==> config.mk <==
export PLATFORM = sky130hd
export DESIGN_NAME = pcievdm_ingr_avmm_adapter
export DESIGN_NICKNAME = d
export VERILOG_FILES = /design/src/rtl/pcievdm_ingr_pkg.sv /design/src/rtl/pcievdm_sat_cnt.sv /design/src/rtl/pcievdm_ingr_avmm_adapter.sv
export SDC_FILE = /design/constraint.sdc
export NUM_CORES = 1
export LEC_CHECK = 0
export CORE_MARGIN = 3
export CORE_UTILIZATION = 37
export DETAILED_ROUTE_END_ITERATION = 8
export GPL_ROUTABILITY_DRIVEN = 0
export PLACE_DENSITY = 0.74
export SLEW_MARGIN = 20
export SYNTH_ARGS = -nofsm -noshare
export SYNTH_HDL_FRONTEND = slang
export SYNTH_SLANG_ARGS = --single-unit
==> constraint.sdc <==
create_clock -name clk -period 2.63 [get_ports clk]
set_clock_uncertainty 0.15 [all_clocks]
set_input_delay 0.789 -clock clk [delete_from_list [all_inputs] [get_ports clk]]
set_output_delay 0.789 -clock clk [all_outputs]
set_load 0.005 [all_outputs]
==> src/rtl/pcievdm_ingr_pkg.sv <==
// Shared types and constants for the SPI-to-VDM-buffer ingress Avalon-MM adapter.
package pcievdm_ingr_pkg;

  typedef enum logic [1:0] {
    IDLE      = 2'd0,
    CMD       = 2'd1,
    WAIT_RD   = 2'd2,
    LOCAL_RSP = 2'd3
  } state_t;

  localparam logic [31:0] CSR_W_VERSION = 32'd0;
  localparam logic [31:0] CSR_W_STATUS  = 32'd1;
  localparam logic [31:0] CSR_W_SCRATCH = 32'd2;

  localparam logic [31:0] VERSION   = 32'h0001_0000;
  localparam logic [31:0] REJ_RDATA = 32'hFFFF_FFFF;
  localparam logic [31:0] TMO_RDATA = 32'hDEAD_BEEF;

endpackage

==> src/rtl/pcievdm_sat_cnt.sv <==
// 8-bit event counter that sticks at 8'hFF; clear wins over a same-cycle increment.
module pcievdm_sat_cnt (
  input  logic       clk,
  input  logic       reset_n,
  input  logic       inc,
  input  logic       clr,
  output logic [7:0] cnt
);

  always_ff @(posedge clk or negedge reset_n) begin
    if (!reset_n) begin
      cnt <= 8'h00;
    end else if (clr) begin
      cnt <= 8'h00;
    end else if (inc && (cnt != 8'hFF)) begin
      cnt <= cnt + 8'd1;
    end
  end

endmodule

==> src/rtl/pcievdm_ingr_avmm_adapter.sv <==
// Bridges SPI-slave Avalon byte-address commands to the VDM-buffer ingress word slave, with local CSRs.
// Define PCIEVDM_INGR_RD_TIMEOUT_EN to bound the downstream read wait by RD_TIMEOUT_CYCLES.
module pcievdm_ingr_avmm_adapter
  import pcievdm_ingr_pkg::*;
#(
  parameter int INGR_SLV_ADDR_WIDTH = 9,
  parameter int INGR_SLV_CSR_AWIDTH = 4,
  parameter int RD_TIMEOUT_CYCLES   = 255
) (
  input  logic                           clk,
  input  logic                           reset_n,
  input  logic [31:0]                    s_addr,
  input  logic                           s_write,
  input  logic                           s_read,
  input  logic [3:0]                     s_byteen,
  input  logic [31:0]                    s_wrdata,
  output logic [31:0]                    s_rddata,
  output logic                           s_rddvld,
  output logic                           s_waitreq,
  output logic [INGR_SLV_ADDR_WIDTH-1:0] m_addr,
  output logic                           m_write,
  output logic                           m_read,
  output logic [31:0]                    m_wrdata,
  input  logic [31:0]                    m_rddata,
  input  logic                           m_rddvld,
  input  logic                           m_waitreq
);

  state_t      state, state_nxt;
  logic        rej, is_csr, accept, local_rd, fwd, rd_done, tmo_evt;
  logic        rej_inc, cnt_clr, scratch_we;
  logic [31:0] csr_word, csr_rdata, scratch;
  logic [7:0]  rej_cnt, tmo_cnt;
  logic        unused_ok;

  assign rej        = (s_byteen != 4'hF) | (s_read & s_write);
  assign is_csr     = (s_addr[31:INGR_SLV_CSR_AWIDTH] == '0);
  assign accept     = (state == IDLE) & (s_read | s_write);
  assign csr_word   = 32'(s_addr[INGR_SLV_CSR_AWIDTH-1:2]);
  assign local_rd   = accept & s_read & (rej | is_csr);
  assign fwd        = accept & ~rej & ~is_csr;
  assign rd_done    = (state == WAIT_RD) & m_rddvld;
  assign rej_inc    = accept & rej;
  assign cnt_clr    = accept & ~rej & is_csr & s_write & (csr_word == CSR_W_STATUS);
  assign scratch_we = accept & ~rej & is_csr & s_write & (csr_word == CSR_W_SCRATCH);
  assign s_waitreq  = (state != IDLE);
  assign unused_ok  = ^{s_addr[1:0], RD_TIMEOUT_CYCLES};

`ifdef PCIEVDM_INGR_RD_TIMEOUT_EN
  localparam int TW = $clog2(RD_TIMEOUT_CYCLES + 1);
  logic [TW-1:0] tmo_timer;

  // Restarts from zero on every entry into WAIT_RD.
  always_ff @(posedge clk or negedge reset_n) begin
    if (!reset_n) begin
      tmo_timer <= '0;
    end else if (state != WAIT_RD) begin
      tmo_timer <= '0;
    end else if (!tmo_evt) begin
      tmo_timer <= tmo_timer + TW'(1);
    end
  end

  assign tmo_evt = (state == WAIT_RD) & ~m_rddvld & (tmo_timer == TW'(RD_TIMEOUT_CYCLES - 1));
`else
  assign tmo_evt = 1'b0;
`endif

  pcievdm_sat_cnt u_rej_cnt (
    .clk     (clk),
    .reset_n (reset_n),
    .inc     (rej_inc),
    .clr     (cnt_clr),
    .cnt     (rej_cnt)
  );

  pcievdm_sat_cnt u_tmo_cnt (
    .clk     (clk),
    .reset_n (reset_n),
    .inc     (tmo_evt),
    .clr     (cnt_clr),
    .cnt     (tmo_cnt)
  );

  always_comb begin
    csr_rdata = '0;
    case (csr_word)
      CSR_W_VERSION: csr_rdata = VERSION;
      CSR_W_STATUS:  csr_rdata = {16'h0, tmo_cnt, rej_cnt};
      CSR_W_SCRATCH: csr_rdata = scratch;
      default:       csr_rdata = '0;
    endcase
  end

  always_ff @(posedge clk or negedge reset_n) begin
    if (!reset_n) begin
      state <= IDLE;
    end else begin
      state <= state_nxt;
    end
  end

  always_comb begin
    state_nxt = state;
    case (state)
      IDLE:      if (accept) state_nxt = fwd ? CMD : (s_read ? LOCAL_RSP : IDLE);
      CMD:       if (!m_waitreq) state_nxt = m_read ? WAIT_RD : IDLE;
      WAIT_RD:   if (rd_done || tmo_evt) state_nxt = IDLE;
      LOCAL_RSP: state_nxt = IDLE;
      default:   state_nxt = IDLE;
    endcase
  end

  always_ff @(posedge clk or negedge reset_n) begin
    if (!reset_n) begin
      s_rddata <= '0;
      s_rddvld <= 1'b0;
      m_addr   <= '0;
      m_write  <= 1'b0;
      m_read   <= 1'b0;
      m_wrdata <= '0;
      scratch  <= '0;
    end else begin
      s_rddvld <= 1'b0;
      if (fwd) begin
        m_addr   <= s_addr[INGR_SLV_ADDR_WIDTH+1:2];
        m_wrdata <= s_wrdata;
        m_write  <= s_write;
        m_read   <= s_read;
      end else if ((state == CMD) && !m_waitreq) begin
        m_write <= 1'b0;
        m_read  <= 1'b0;
      end
      if (local_rd) begin
        s_rddvld <= 1'b1;
        s_rddata <= rej ? REJ_RDATA : csr_rdata;
      end else if (rd_done) begin
        s_rddvld <= 1'b1;
        s_rddata <= m_rddata;
      end else if (tmo_evt) begin
        s_rddvld <= 1'b1;
        s_rddata <= TMO_RDATA;
      end
      if (scratch_we) begin
        scratch <= s_wrdata;
      end
    end
  end

endmodule

==> metrics.md, run 1 <==
| Metric | Value |
|---|---|
| Crit path DAT | 2.79 ns |
| Dpl ws | -0.600 ns |
| Max-Cap Viols | 0 |
| Core Rows | 43 |
| Post-synth EDFFs | 0 |
| Hold Vio Cnt, Final | 0 |
| Setup Total Neg Slack | -0.149 ns |
| Area of the mapped netlist | 5380 um2 |
| Drt drc | 0 |
| Hold buffer count at CTS | 0 |
| Reg2reg start | u_rej_cnt.cnt[0] |
| DR WL/cell | 19.5 um |
| RR Endpoint | u_rej_cnt.cnt[4] |
| Crit end category | register |
| Final setup fails | 14 |
| Slew Viols, Final | 0 |
| Hold Path Class | input port to async pin |
| Max H-tree Level | 4 |
| Max IR drop VDD | 0.406 mV |
| ANT nets after route | 0 |
| Synth area leader | dfrtp_1 |
| Post-synth cell types | 47 |
| Fmax | 377 MHz |
| Initial DRC count | 296 |
| GR Util met1 | 23.0% |
| FFs w/ async S/R, synth | 100% |
| CTS tree | built |
| Top cells by area, synth | dfrtp_1 55%, mux2i_1 8.6%, mux2_2 8.4% |
| Most frequent cell after synthesis | dfrtp_1 |
| Area growth syn-to-layout | 58.5% |
| Initial Util | 38.3% |
| Least-Margin Pin Slew | 0.931 ns |
| Clock tree buffer depth | 2 |
| Reg2Reg Setup Slack | 0.45 ns |
| Clock latency on the worst-skew pair | 0.41 ns |
| CTS root buffer | clkbuf_16 |
| Pin count of the biggest net entering global routing | 71 |
| CTS Sinks | 118 |
| GRT Total Usage | 19.3% |
| Failing checks | setup timing |
| Critical path fanouts, max | 6 |
| Worst setup path class | input port to register |
| Ranking of synthesized cells by instance count | 118 x dfrtp_1, 46 x mux2i_1, 40 x mux2_2 |
| N_diodes | 0 |
| GRT Max-Usage Layer | met2 |
| First-pass GRT wire length | 24400 um |
| Dominant synthesized flop cell | dfrtp_1 |
| Core ar. | 14000 um2 |
| GR Overflow Total | 0 |
| I/O Buffers | 180 |
| Slew margin rel. | 37.5% |
| Warnings from Yosys | 0 |
| Seq. cell area | 2950 um2 |
| Die Y | 127 um |
| Vias/cell | 5.32 |
| GR Util met3 | 5.26% |
| Initial antenna violation count | 0 |
| Post-Route WL | 15900 um |
| Min Tclk post-route | 2.65 ns |
| Pwr Density | 916 nW/um2 |
| Final net count | 733 |
| Vias in the first global route | 4671 |
| Num CTS Buffers | 17 |
| Post-Syn Nets | 522 |
| Placed cell count | 780 |
| Layout cells sized above 1 | 21.9% |
| Period utilisation layout | 101% |
| Clk pin slew, worst setup/hold paths | 0.05 ns |
| Leak | 3.91 nW |
| Die area | 16000 um2 |
| # IOs | 183 |
| Vias | 4355 |
| Mean Syn Cell Area | 13.0 um2 |
| Met2 Use GR | 33.4% |
| CP required | 2.77 ns |
| Status | finished with violations |
| Worst R2R Path Depth | 5 |
| Cell Count, Final, Fillers Out | 818 |
| Final Power | 0.00781 W |
| Die Wd | 127 um |
| CP Launch Type | input port |
| Fillers | 1102 |
| Final Util | 60.7% |
| Cells after Synth | 415 |
| Multi-input logic area | 2420 um2 |
| Final worst slack | -0.0192 ns |
| DP HPWL | 10500 um |
| Register area share after synthesis | 54.9% |
| 1st-pass router iterations | 4 |
| Register bit total from synthesis | 118 |
| Top cell type's share of synthesized area | 54.9% |
[per-layer routing]
metal	vias to the layer above	share of wire, %
li1	1975	-
met1	2187	41
met2	174	50
met3	19	6.7
met4	0	1.7
met5	-	0
[how the worst max path moves through the flow]
stage,to,slack [ns],start,cells past startpoint
after detailed placement,scratch[8],-0.60,s_addr[5],6
after floorplan,scratch[10],0.05,s_addr[20],5
after global routing,scratch[30],-0.06,s_addr[7],8
after global placement,scratch[0],-0.52,s_addr[5],6
final,scratch[8],-0.02,s_addr[7],8
after CTS,scratch[15],-0.003,s_addr[27],8
[critical path, cell delays in order]
cell and delay (ns):
clkdlybuf4s50_1 0.46, nor4_4 0.24, nand4_2 0.15, buf_6 0.16
nor4_4 0.32, buf_6 0.19, clkbuf_16 0.17, mux2_4 0.30
[flip-flops by register name, indices dropped and copies added (netlist names)]
register       cells
m_addr             9
m_wrdata          32
scratch           32
m_write            1
s_rddvld           1
u_rej_cnt.cnt      8
s_rddata          32
state              2
m_read             1
[final cells by class]
type	instances	area share, %
Clock buffer	21	5.40
Multi-Input combinational cell	267	28.4
Timing Repair Buffer	217	26.8
Tap cell	180	2.64
Sequential cell	118	34.6
Clock inverter	10	1.79
Inverter	5	0.220
[cells by family after synthesis]
family	synth area share [%]
fa+ha+maj	0.233
compound gates	9.61
buf+inv	3.07
mux	23.8
flops	54.9
simple gates	8.35
[what timing repair did]
action                     4_1_cts  5_1_grt
gates cloned                     1        3
buffers inserted                 3        0
setup endpoints to repair       75       60
pin swaps                        4       10
gates resized for setup         13       44
[stage by stage]
stage / cell area [um2] / hold slack, ns
final: 8520 / 0.154
after CTS: 8280 / 0.152
after global placement: 7570 / 0.318
after detailed placement: 7570 / 0.326
after floorplan: 5380 / 0.308
after global routing: 8520 / 0.165
[power by group]
part	leakage [nW]	switching (W)	internal, W
sequential	1.45	0.000352	0.00238
combinational	2.15	0.00100	0.00166
clock	0.302	0.000797	0.00162
[cells in the final DEF, fill, tap and decap left out, types with 6 or more instances in the layout]
cell type	count
clkdlybuf4s50_1	160
dfrtp_1	118
mux2i_1	46
mux2_2	38
a21oi_1	35
buf_4	23
clkbuf_16	20
mux2_1	18
mux2_4	17
dlymetal6s2s_1	16
nor2_1	10
nand3_1	9
buf_12	7
nor4_4	6
nand2_1	6
(Power assumes the default switching activity.)
==> inputs of run 2 (changes only) <==
--- a/config.mk
+++ b/config.mk
@@ -5,11 +5,13 @@
 export SDC_FILE = /design/constraint.sdc
 export NUM_CORES = 1
 export LEC_CHECK = 0
+export ABC_AREA = 0
 export CORE_MARGIN = 3
 export CORE_UTILIZATION = 37
 export DETAILED_ROUTE_END_ITERATION = 8
 export GPL_ROUTABILITY_DRIVEN = 0
 export PLACE_DENSITY = 0.74
+export REMOVE_ABC_BUFFERS = 1
 export SLEW_MARGIN = 20
 export SYNTH_ARGS = -nofsm -noshare
 export SYNTH_HDL_FRONTEND = slang
==> run 2 against run 1 <==
Compared with the run above:
- the run now ends clean
- global-route usage is 0.68 points higher
- critical path type unchanged
- first-iteration DRC count is 9.5% higher
- register-to-register slack better by 0.08 ns
- final cell count is 2.0% higher
- routed wire length is 1.4% lower
- clock-buffer cell count is 6 higher
- sequential power hardly changed
==> metrics.md, run 2 (same netlist as run 1, synthesis figures left out) <==
| Metric | Value |
|---|---|
| Initial antenna violation count | 0 |
| CP peak stage delay | 0.44 ns |
| Reg2reg start | state[0] |
| Setup Total Neg Slack | 0 ns |
| CP Launch Type | input port |
| Ordered list of cells on the worst path | clkdlybuf4s50_1 -> nor4_4 -> nand3_2 -> buf_6 -> nor4_4 -> buf_6 -> buf_12 -> buf_12 -> mux2_1 |
| I/O Buffers | 180 |
| Final net count | 748 |
| # IOs | 183 |
| Vias in the first global route | 4658 |
| Num CTS Buffers | 17 |
| Reg2Reg Setup Slack | 0.53 ns |
| Critical path fanouts, max | 7 |
| Clock tree buffer depth | 2 |
| Layout cells sized above 1 | 21.1% |
| Core Rows | 43 |
| Crit path DAT | 2.72 ns |
| Biggest regs | m_wrdata x32, s_rddata x32, scratch x32 |
| Crit end category | register |
| DR WL/cell | 18.8 um |
| Least-Margin Pin Slew | 0.563 ns |
| Pwr Density | 881 nW/um2 |
| Leak | 3.88 nW |
| First-pass GRT wire length | 25000 um |
| Hold_ws | 0.159 ns |
| Die Y | 127 um |
| CTS Sinks | 118 |
| Worst setup path class | input port to register |
| Post-Route WL | 15700 um |
| Slew margin rel. | 62.3% |
| GRT Total Usage | 20.0% |
| Hold Path Class | input port to async pin |
| Area growth syn-to-layout | 57.4% |
| Hold Vio Cnt, Final | 0 |
| Max IR drop VDD | 0.620 mV |
| Period utilisation layout | 98.2% |
| Vias | 4375 |
| Die Wd | 127 um |
| Initial Util | 38.3% |
| Pin count of the biggest net entering global routing | 51 |
| Commonest non-fill, non-tap cell in the layout | clkdlybuf4s50_1 |
| Worst R2R Path Depth | 8 |
| RSZ-0062 raised after global routing | yes |
| Hold buffer count at CTS | 0 |
| Fmax | 387 MHz |
| ANT nets after route | 0 |
| 1st-pass router iterations | 5 |
| DP HPWL | 11100 um |
| Initial DRC count | 324 |
| Core ar. | 14000 um2 |
| RR Endpoint | scratch[29] |
| Max-Cap Viols | 0 |
| Final setup fails | 0 |
| Fillers | 1125 |
| Final Power | 0.00746 W |
| CTS root buffer | clkbuf_16 |
| Min Tclk post-route | 2.58 ns |
| CP required | 2.77 ns |
| Status | finished, final reports clean |
| GR Overflow Total | 0 |
| Clock latency on the worst-skew pair | 0.41 ns |
| Clk pin slew, worst setup/hold paths | 0.05 ns |
| Drt drc | 0 |
| Vias/cell | 5.25 |
| CP max-delay cell | clkdlybuf4s50_1 |
| Die area | 16000 um2 |
| Final Util | 60.3% |
| Slew Viols, Final | 0 |
| CTS tree | built |
| Max H-tree Level | 4 |
| Most frequent cells in the layout | 152 x clkdlybuf4s50_1, 117 x dfrtp_1, 46 x mux2i_1 |
-- run 2: cell type report --
cell class                 count  area, um2  area share (%)
tap                          180        225            2.66
clock buffer                  27        493            5.82
timing repair buffer         232       2360            27.8
multi-input combinational    267       2370            28.0
antenna                        1       2.50          0.0296
clock inverter                 4       45.0           0.532
inverter                       5       18.8           0.222
sequential                   118       2950            34.9
-- run 2: per-layer routing --
metal	routed length (um)	up-vias	global-route usage, %
met1	6250	2154	24.2
met4	318	0	7.57
met5	0	-	0
met3	1350	28	7.62
li1	-	2020	-
met2	7780	173	32.5
-- run 2: stage by stage --
stage	setup slack [ns]	std cells	area, um2
final	0.0484	834	8470
after global routing	-0.0202	833	8470
after CTS	0.00619	831	8380
after detailed placement	-0.660	789	7630
after global placement	-0.595	789	7630
after floorplan	-1.32	390	5230
-- run 2: how the worst max path moves through the flow --
stage                          start           to  slack [ns]
final                     s_addr[20]  scratch[29]        0.05
after floorplan            s_addr[3]   scratch[0]       -1.32
after detailed placement  s_addr[19]  scratch[13]       -0.66
after global routing      s_addr[20]  scratch[16]       -0.02
after global placement    s_addr[19]  scratch[31]       -0.60
after CTS                 s_addr[19]   scratch[0]       0.006
-- run 2: critical path, delay by kind of cell --
| family | cells | cell delay [ns] |
|---|---|---|
| and+or+nand+nor | 3 | 0.62 |
| buffers and inverters | 5 | 0.97 |
| muxes | 1 | 0.32 |
-- run 2: what timing repair did --
item                                    in CTS  in global routing
setup buffers                                8                  2
resized for setup                           44                 14
pin swaps                                   10                  8
endpoints found under the setup margin      74                 33
cloned                                       3                  0
-- run 2: power breakdown --
| part | switching (W) | internal (W) |
|---|---|---|
| registers | 0.000352 | 0.00238 |
| logic | 0.000963 | 0.00164 |
| clock network | 0.000760 | 0.00136 |
| total | 0.00207 | 0.00538 |
